<file path="src/rtl/div_unit_seq.sv">
// div_unit_seq: sequential radix-2 restoring divider for RV32M DIV/DIVU/REM/REMU.
// Produces one quotient bit per cycle. Divide-by-zero and signed overflow finish
// without iterating. o_done pulses for exactly one cycle, and o_result is valid
// in that cycle; o_result then holds its value until the next completion.
//
// Ports:
//   clk         clock; all state changes on the rising edge
//   arst        asynchronous active-high reset
//   i_start     request; accepted only when idle
//   i_op        00 DIV, 01 DIVU, 10 REM, 11 REMU
//   i_dividend  dividend (rs1)
//   i_divisor   divisor (rs2)
//   o_busy      high while calculating or presenting a result
//   o_done      one-cycle completion pulse
//   o_result    quotient or remainder, selected by i_op
module div_unit_seq #(
    parameter int unsigned DATA_WIDTH = 32
) (
    input  logic                  clk,
    input  logic                  arst,
    input  logic                  i_start,
    input  logic [1:0]            i_op,
    input  logic [DATA_WIDTH-1:0] i_dividend,
    input  logic [DATA_WIDTH-1:0] i_divisor,
    output logic                  o_busy,
    output logic                  o_done,
    output logic [DATA_WIDTH-1:0] o_result
);

    localparam int unsigned W     = DATA_WIDTH;
    localparam int unsigned CNT_W = $clog2(DATA_WIDTH + 1);

    typedef enum logic [1:0] {
        S_IDLE = 2'd0,
        S_CALC = 2'd1,
        S_DONE = 2'd2
    } state_t;

    state_t state_q, state_d;

    logic [W-1:0]     rem_q, quo_q, dvs_q;
    logic [CNT_W-1:0] cnt_q;
    logic             neg_quo_q, neg_rem_q, rem_op_q;

    // Request decode: funct3 bit 0 clear means signed, bit 1 set selects remainder.
    logic         op_signed, op_rem, dvd_neg, dvs_neg, div_zero, sgn_ovf, special;
    logic [W-1:0] dvd_abs, dvs_abs, special_res;

    always_comb begin
        op_signed   = ~i_op[0];
        op_rem      = i_op[1];
        dvd_neg     = op_signed & i_dividend[W-1];
        dvs_neg     = op_signed & i_divisor[W-1];
        dvd_abs     = dvd_neg ? W'(-i_dividend) : i_dividend;
        dvs_abs     = dvs_neg ? W'(-i_divisor) : i_divisor;
        div_zero    = (i_divisor == '0);
        sgn_ovf     = op_signed & (i_dividend == {1'b1, {(W-1){1'b0}}}) & (&i_divisor);
        special     = div_zero | sgn_ovf;
        if (div_zero) begin
            special_res = op_rem ? i_dividend : '1;
        end else begin
            special_res = op_rem ? '0 : i_dividend;
        end
    end

    // One restoring step: shift {rem,quo} left, then trial-subtract in W+1 bits.
    logic [W:0]   shifted, trial;
    logic         fits;
    logic [W-1:0] rem_nx, quo_nx, quo_fix, rem_fix, final_res;

    always_comb begin
        shifted   = {rem_q, quo_q[W-1]};
        trial     = shifted - {1'b0, dvs_q};
        fits      = ~trial[W];
        rem_nx    = fits ? trial[W-1:0] : shifted[W-1:0];
        quo_nx    = {quo_q[W-2:0], fits};
        quo_fix   = neg_quo_q ? W'(-quo_nx) : quo_nx;
        rem_fix   = neg_rem_q ? W'(-rem_nx) : rem_nx;
        final_res = rem_op_q ? rem_fix : quo_fix;
    end

    // Next-state and control strobes.
    logic load, load_special, step;

    always_comb begin
        state_d      = state_q;
        load         = 1'b0;
        load_special = 1'b0;
        step         = 1'b0;
        case (state_q)
            S_IDLE: begin
                if (i_start) begin
                    if (special) begin
                        load_special = 1'b1;
                        state_d      = S_DONE;
                    end else begin
                        load    = 1'b1;
                        state_d = S_CALC;
                    end
                end
            end
            S_CALC: begin
                step = 1'b1;
                if (cnt_q == CNT_W'(1)) begin
                    state_d = S_DONE;
                end
            end
            S_DONE:  state_d = S_IDLE;
            default: state_d = S_IDLE;
        endcase
    end

    // State register, with busy/done registered from the next state.
    always_ff @(posedge clk or posedge arst) begin
        if (arst) begin
            state_q <= S_IDLE;
            o_busy  <= 1'b0;
            o_done  <= 1'b0;
        end else begin
            state_q <= state_d;
            o_busy  <= (state_d != S_IDLE);
            o_done  <= (state_d == S_DONE);
        end
    end

    // Datapath: operand capture, iteration and sign-fixed result.
    always_ff @(posedge clk or posedge arst) begin
        if (arst) begin
            rem_q     <= '0;
            quo_q     <= '0;
            dvs_q     <= '0;
            cnt_q     <= '0;
            neg_quo_q <= 1'b0;
            neg_rem_q <= 1'b0;
            rem_op_q  <= 1'b0;
            o_result  <= '0;
        end else begin
            if (load) begin
                rem_q     <= '0;
                quo_q     <= dvd_abs;
                dvs_q     <= dvs_abs;
                cnt_q     <= CNT_W'(W);
                neg_quo_q <= dvd_neg ^ dvs_neg;
                neg_rem_q <= dvd_neg;
                rem_op_q  <= op_rem;
            end else if (step) begin
                rem_q <= rem_nx;
                quo_q <= quo_nx;
                cnt_q <= cnt_q - CNT_W'(1);
            end
            if (load_special) begin
                o_result <= special_res;
            end else if (step && (cnt_q == CNT_W'(1))) begin
                o_result <= final_res;
            end
        end
    end

endmodule

</file>
<file path="config.mk">
export PLATFORM = sky130hd
export DESIGN_NAME = div_unit_seq
export DESIGN_NICKNAME = d
export VERILOG_FILES = /design/src/rtl/div_unit_seq.sv
export SDC_FILE = /design/constraint.sdc
export NUM_CORES = 1
export LEC_CHECK = 0
export CAP_MARGIN = 20
export CORE_UTILIZATION = 26
export CTS_CLUSTER_DIAMETER = 50
export CTS_CLUSTER_SIZE = 40
export DETAILED_ROUTE_END_ITERATION = 16
export GPL_TIMING_DRIVEN = 0
export SYNTH_ARGS = -nofsm -noshare
export SYNTH_HDL_FRONTEND = slang
export SYNTH_SLANG_ARGS = --single-unit
</file>
<file path="constraint.sdc">
create_clock -name clk -period 5.8 [get_ports clk]
set_clock_uncertainty 0.05 [all_clocks]
set_input_delay 0.58 -clock clk [delete_from_list [all_inputs] [get_ports clk]]
set_output_delay 0.58 -clock clk [all_outputs]
set_load 0.005 [all_outputs]
</file>
==> metrics.md, run 1 <==
| Metric | Value |
|---|---|
| Status | `complete, no violations` |
| Vias in the first global route | `11,697` |
| Io pins | `103` |
| Mapped Area | `11,800 um^2` |
| Sequential power share | `23.8%` |
| Worst setup path category | `reg2reg` |
| ANT cells | `0` |
| CTS Buf Count | `17` |
| Max IR drop VDD | `275 uV` |
| Post-synth EDFFs | `0` |
| First-pass GRT wire length | `70,100 um` |
| CP endpoint kind | `register` |
| Final hold violations | `0` |
| Synth Instances | `1,518` |
| Fin worst setup slack | `0.217 ns` |
| Arrival time worst endpoint | `5.91 ns` |
| Die area | `46,200 um^2` |
| Asr flop ratio synth | `100%` |
| Crit-path max FO | `10` |
| GRT Util Overall | `19.5%` |
| First-pass DRT Iterations | `5` |
| F_max | `179 MHz` |
| Area of placed instances | `13,600 um^2` |
| Post-route ant nets | `0` |
| Core area | `44,500 um^2` |
| Worst Path Required | `6.13 ns` |
| Max-slew violation count | `0` |
| Port bufs | `102` |
| Most common cell after layout, fill and taps aside | `nand2_1` |
| WL/cell | `20.2 um` |
| Global placement routability congestion | `0.969` |
| Layout area overhead | `22.0%` |
| Actual slew at the worst max-slew pin | `1.04 ns` |
| Die W | `215 um` |
| Clock power share | `18.2%` |
| Row Count | `77` |
| Detail-routed via count per cell | `5.43` |
| Pint | `0.00355 W` |
| Gr ovfl total | `0` |
| Synth unique cells | `84` |
| Die Height | `215 um` |
| Register area share after synthesis | `29.9%` |
| RSZ-0062 raised after global routing | `no` |
| Final setup viols | `0` |
| NumNets Final | `1,751` |
| # DRC | `0` |
| Initial antenna violation count | `0` |
| Initial Utilization | `26.5%` |
| Synth Net Count | `1,627` |
| Largest net degree at the start of global routing | `81` |
| Area of the multi-input gates | `7760 um^2` |
| Final HPWL DP | `35,000 um` |
| Fin crit share | `96.3%` |
| Routed vias | `12,209` |
| Pwr/cell area | `487 nW/um^2` |
| Comb pwr share | `58.0%` |
| Min-delay worst type | `reg2reg` |
| Max cap viols | `0` |
| Sink Count | `141` |
| Flops & latches, synth | `141` |
| Worst R2R Setup Slack | `0.22 ns` |
| Clock Latency Late Sink | `0.45 ns` |
| Ys Warns | `0` |
| Placed cells | `2,214` |
| Slew headroom | `30.3%` |
| Post-Syn Area per Cell | `7.77 um^2` |
| Routed wire length | `45,400 um` |
| Clk buf depth | `2` |
| Htree depth | `4` |
| Final Non-Filler Cells | `2,247` |
| Switching Share | `49.4%` |
| Final Cell Area | `14,400 um^2` |
| Fillcell total | `4,776` |
| Register area | `3530 um^2` |
| Leak pwr | `5.53 nW` |
| Psw | `0.00347 W` |
| Cts hold-fix bufs | `0` |
| Number of DRC markers in iteration 0 | `1,358` |
| Startpoint types | `register` |
| Place WS | `-0.730 ns` |
| CTS tree | `built` |
| Commonest cells after routing, fill and taps aside | `nand2_1 (170), o21ai_0 (154), nor2_1 (140), dfrtp_1 (140), a21oi_1 (130)` |
| Root buffer cell | `clkbuf_16` |
| Clock Pin Slew Worst Setup and Hold Paths | `0.07 ns` |
| Final Critical Period | `5.58 ns` |
| Layout cell share with drive strength beyond 1 | `6.47%` |
| Top FF cell, synth | `dfrtp_1` |
[metrics by stage]
step | power, W | utilization [%] | setup TNS (ns) | hold WS [ns]
2_1_floorplan | 0.00433 | - | 0 | 0.400
3_3_place_gp | 0.00546 | 30.5 | -113.25 | 0.416
3_5_place_dp | 0.00551 | 30.6 | -4.49 | 0.423
4_1_cts | 0.00686 | 32.2 | 0 | 0.437
5_1_grt | 0.00747 | 32.3 | 0 | 0.479
6_report | 0.00702 | 32.3 | 0 | 0.435
[final cells by class]
| cell class | count | area share, % |
|---|---|---|
| multi-input cells | 1226 | 53.9 |
| flip-flops and latches | 141 | 24.5 |
| inverters | 62 | 1.65 |
| clock buffers | 20 | 3.10 |
| plain buffers | 89 | 2.83 |
| repair buffers | 105 | 7.37 |
| clock inverters | 12 | 1.45 |
| well taps | 592 | 5.14 |
[power by group through the flow]
stage / Sequential, W / Combinational (W) / Clock (W)
final: 0.00167 / 0.00407 / 0.00128
after global routing: 0.00170 / 0.00445 / 0.00132
after CTS: 0.00165 / 0.00394 / 0.00128
after detailed placement: 0.00165 / 0.00386 / 0
after global placement: 0.00165 / 0.00381 / 0
after floorplan: 0.00151 / 0.00283 / 0
[worst max-delay path, stage by stage (launching register included)]
cell and delay, ns:
dfrtp_2 0.48, inv_2 0.13, ha_1 0.19, inv_1 0.06, fa_1 0.47, a211oi_4 0.35
o21ai_4 0.15, o2111ai_4 0.27, a31oi_4 0.17, nor3_4 0.24, nor2_4 0.10, inv_2 0.09
buf_6 0.16, clkbuf_4 0.25, buf_2 0.27, ha_1 0.28, nand3_2 0.19, or3_1 0.53
o31ai_1 0.30, xnor2_1 0.16, nor3_1 0.08, nor3_2 0.29, a21oi_1 0.07, a21oi_1 0.15
[cells by family (layout without fill, tap and decap cells)]
group	count (synthesis)	after routing	share of synthesized area, %
compound gates	470	470	25.1
simple gates	533	533	21.4
buf+inv	151	288	5.39
xor+xnor	154	154	11.4
mux	28	28	2.41
fa+ha+maj	41	41	4.39
flops	141	141	29.9
[synth_stat cells, types with 9 or more instances]
cell type / instances / share of area, %
o41ai_1: 12 / 0.89
nand3_1: 58 / 2.5
or3_1: 19 / 1.0
ha_1: 39 / 4.1
xnor2_1: 94 / 7.0
mux2i_1: 25 / 2.1
inv_1: 61 / 1.9
nand2_1: 170 / 5.4
nor3_1: 39 / 1.7
xor2_1: 60 / 4.5
o21ai_0: 155 / 6.6
dfrtp_1: 141 / 30
o211ai_1: 14 / 0.89
a31oi_1: 29 / 1.5
buf_2: 13 / 0.55
clkbuf_1: 63 / 2.0
a211o_1: 9 / 0.67
nand2b_1: 12 / 0.64
a21oi_1: 131 / 5.6
nor4_1: 20 / 1.1
a221o_1: 12 / 1.0
o31ai_1: 29 / 1.8
a211oi_1: 12 / 0.76
nand4_1: 15 / 0.80
nor2_1: 140 / 4.5
[state kept, by name, summed over array words and instances (netlist names)]
name       flops
cnt_q          6
dvs_q         32
neg_quo_q      1
neg_rem_q      1
o_busy         1
o_done         1
o_result      32
quo_q         32
rem_op_q       1
rem_q         32
state_q        2
[timing repair]
item                                    in CTS  in global routing
setup buffers                                1                  0
gates resized for setup                     14                 14
endpoints found under the setup margin      13                  9
pin swaps                                    1                  3
[layer usage]
metal,wire length [um],vias up,track usage [%]
li1,-,5720,-
met1,20200,5855,27.0
met2,20500,570,30.8
met5,0,-,0
met3,3880,64,4.23
met4,780,0,4.94
[worst paths after layout]
check,depth (start not counted),from,endpoint
max,23,quo_q[31],o_result[24]
min,2,dvs_q[25],dvs_q[25]
max reg2reg,23,quo_q[31],o_result[24]
min reg2reg,2,dvs_q[25],dvs_q[25]
max in group asynchronous,3,arst,dvs_q[29]
min in group asynchronous,2,arst,o_result[3]
No activity file was read; power rests on OpenSTA's default activity.
==> run 2: changes to the inputs <==
- CAP_MARGIN: 20 -> unset
- PLACE_DENSITY: unset -> 0.47
==> metrics.md, run 2 (synthesis results as in run 1) <==
| Metric | Value |
|---|---|
| Row Count | `77` |
| CP Depth | `23` |
| Final hold violations | `0` |
| Crit-path max FO | `10` |
| Pwr/cell area | `479 nW/um^2` |
| FF-to-FF path depth | `23` |
| Most common cell after layout, fill and taps aside | `nand2_1` |
| Area of the multi-input gates | `7750 um^2` |
| R2r endpoint | `o_result[28]` |
| Root buffer cell | `clkbuf_16` |
| Layout area overhead | `21.3%` |
| Actual slew at the worst max-slew pin | `1.36 ns` |
| Post-route ant nets | `0` |
| Final Critical Period | `5.51 ns` |
| Arrival time worst endpoint | `5.83 ns` |
| Layout cell share with drive strength beyond 1 | `6.53%` |
| Max cap viols | `0` |
| Worst path slowest cell | `dfrtp_2` |
| Worst R2R Start | `quo_q[31]` |
| Htree depth | `4` |
| Worst hold slack | `0.435 ns` |
| Commonest cells after routing, fill and taps aside | `nand2_1 (170), o21ai_0 (154), nor2_1 (140), dfrtp_1 (140), a21oi_1 (130)` |
| CTS Buf Count | `17` |
| ANT cells | `0` |
| Final Non-Filler Cells | `2,247` |
| Register area | `3530 um^2` |
| Worst R2R Setup Slack | `0.29 ns` |
| Largest stage delay on the critical path | `0.48 ns` |
| Initial antenna violation count | `0` |
| Fillcell total | `4,821` |
| Max-slew violation count | `0` |
| Initial Utilization | `26.5%` |
| Clk buf depth | `2` |
| Startpoint types | `register` |
| Critical Path Start | `quo_q[31]` |
| First-pass DRT Iterations | `8` |
| Clock Pin Slew Worst Setup and Hold Paths | `0.07 ns` |
| Placed cells | `2,214` |
| Min-delay worst type | `reg2reg` |
| Routed vias | `11,907` |
| Core area | `44,500 um^2` |
| Final HPWL DP | `36,700 um` |
| Clock Latency Late Sink | `0.45 ns` |
| WL/cell | `20.7 um` |
| Routed wire length | `46,600 um` |
| Worst path cell trace | `inv_2, ha_1, inv_1, fa_1, a211oi_4, o21ai_4, o2111ai_4, a31oi_2, nor3_4, nor2_4, inv_2, buf_6, buf_4, mux2i_4, ha_4, nand2_1, nor3_2, nand3_1, mux2i_2, a21bo_1, o41ai_4, xnor2_1, o31ai_2` |
| First-pass GRT wire length | `70,800 um` |
| F_max | `181 MHz` |
| Gr ovfl total | `0` |
| Detail-routed via count per cell | `5.30` |
| Io pins | `103` |
| Status | `complete, no violations` |
| Largest net degree at the start of global routing | `76` |
| Final setup viols | `0` |
| CP Buf/Inv Count | `5` |
| # DRC | `0` |
| Global placement routability congestion | `0.913` |
| Number of DRC markers in iteration 0 | `1,078` |
| Leak pwr | `5.49 nW` |
| CP endpoint | `o_result[28]` |
| Die Height | `215 um` |
| Most used cell, CP | `inv_2` |
| Max IR drop VDD | `206 uV` |
| Worst setup path category | `reg2reg` |
| NumNets Final | `1,752` |
| CP endpoint kind | `register` |
| Worst Path Required | `6.11 ns` |
| Die area | `46,200 um^2` |
| Vias in the first global route | `11,418` |
| Delay-heaviest family, CP | `compound AO/OA/AOI/OAI gates` |
| Sink Count | `141` |
| CTS tree | `built` |
| Fin crit share | `95.1%` |
| Slew headroom | `8.75%` |
| Port bufs | `102` |
| Die W | `215 um` |
| GRT Util Overall | `20.1%` |
-- run 2: cell count changes in the layout (fill, tap and decap cells not counted), moves of 2 or more --
cell | before | now
nor4_2 | 2 | 4
nor4_4 | 2 | 0
clkinv_2 | 0 | 2
clkbuf_1 | 63 | 61
bufinv_16 | 5 | 1
buf_4 | 3 | 5
clkinvlp_4 | 2 | 4
-- run 2: per-stage QoR --
step	power (W)	worst slack, ns	setup TNS, ns	area [um^2]	util, %
floorplan	0.00433	0.904	0	11800	-
global placement	0.00552	-1.10	-157.39	13600	30.5
detailed placement	0.00555	-0.876	-6.05	13600	30.6
CTS	0.00673	0.00701	0	14200	32.0
global route	0.00731	-0.00391	-0.00391	14300	32.1
finish	0.00685	0.285	0	14300	32.1
-- run 2: worst min path at each step --
stage                  from            to  slack, ns  cells past startpoint
5_1_grt        o_result[15]  o_result[15]       0.47                      2
3_5_place_dp      dvs_q[25]     dvs_q[25]       0.43                      2
6_report          dvs_q[25]     dvs_q[25]       0.44                      2
2_1_floorplan     dvs_q[21]     dvs_q[21]       0.40                      2
3_3_place_gp      dvs_q[21]     dvs_q[21]       0.42                      2
4_1_cts           dvs_q[25]     dvs_q[25]       0.44                      2
-- run 2: where the power goes --
| part | switching, W | internal (W) | total (W) |
|---|---|---|---|
| registers | 0.000424 | 0.00125 | 0.00167 |
| logic | 0.00255 | 0.00153 | 0.00408 |
| clock network | 0.000485 | 0.000613 | 0.00110 |
| total | 0.00346 | 0.00339 | 0.00685 |
-- run 2: timing repair --
action                                 in CTS  in global routing
buffers inserted                            1                  1
gates cloned                                0                  0
hold buffers                                0                  0
setup endpoints to repair                  13                  7
endpoints found under the hold margin       0                  0
pin swaps                                   1                  3
resized for setup                          14                 12
-- run 2: worst reg2reg max path: cells and delay by family, from the launching register on --
family | cells | cell delay (ns)
DFF | 1 | 0.48
muxes | 2 | 0.57
AOI/OAI and AO/OA | 7 | 1.80
and+or+nand+nor | 5 | 0.83
xor gates and xnor gates | 1 | 0.16
buffers and inverters | 5 | 0.70
adders and majority gates | 3 | 0.86
-- run 2: cell type report --
class	count	share of cell area, %
clock inverters	12	0.796
clock buffers	19	3.17
well taps	592	5.18
plain buffers	89	2.85
flip-flops and latches	141	24.7
inverters	62	1.66
multi-input cells	1226	54.2
repair buffers	106	7.51
-- run 2: layer usage --
layer	GRT usage [%]	up-vias	part of all wire, %
li1	-	5726	-
met1	26.9	5722	46
met2	32.2	410	45
met3	3.98	49	6.3
met4	6.31	0	2.2
met5	0	-	0
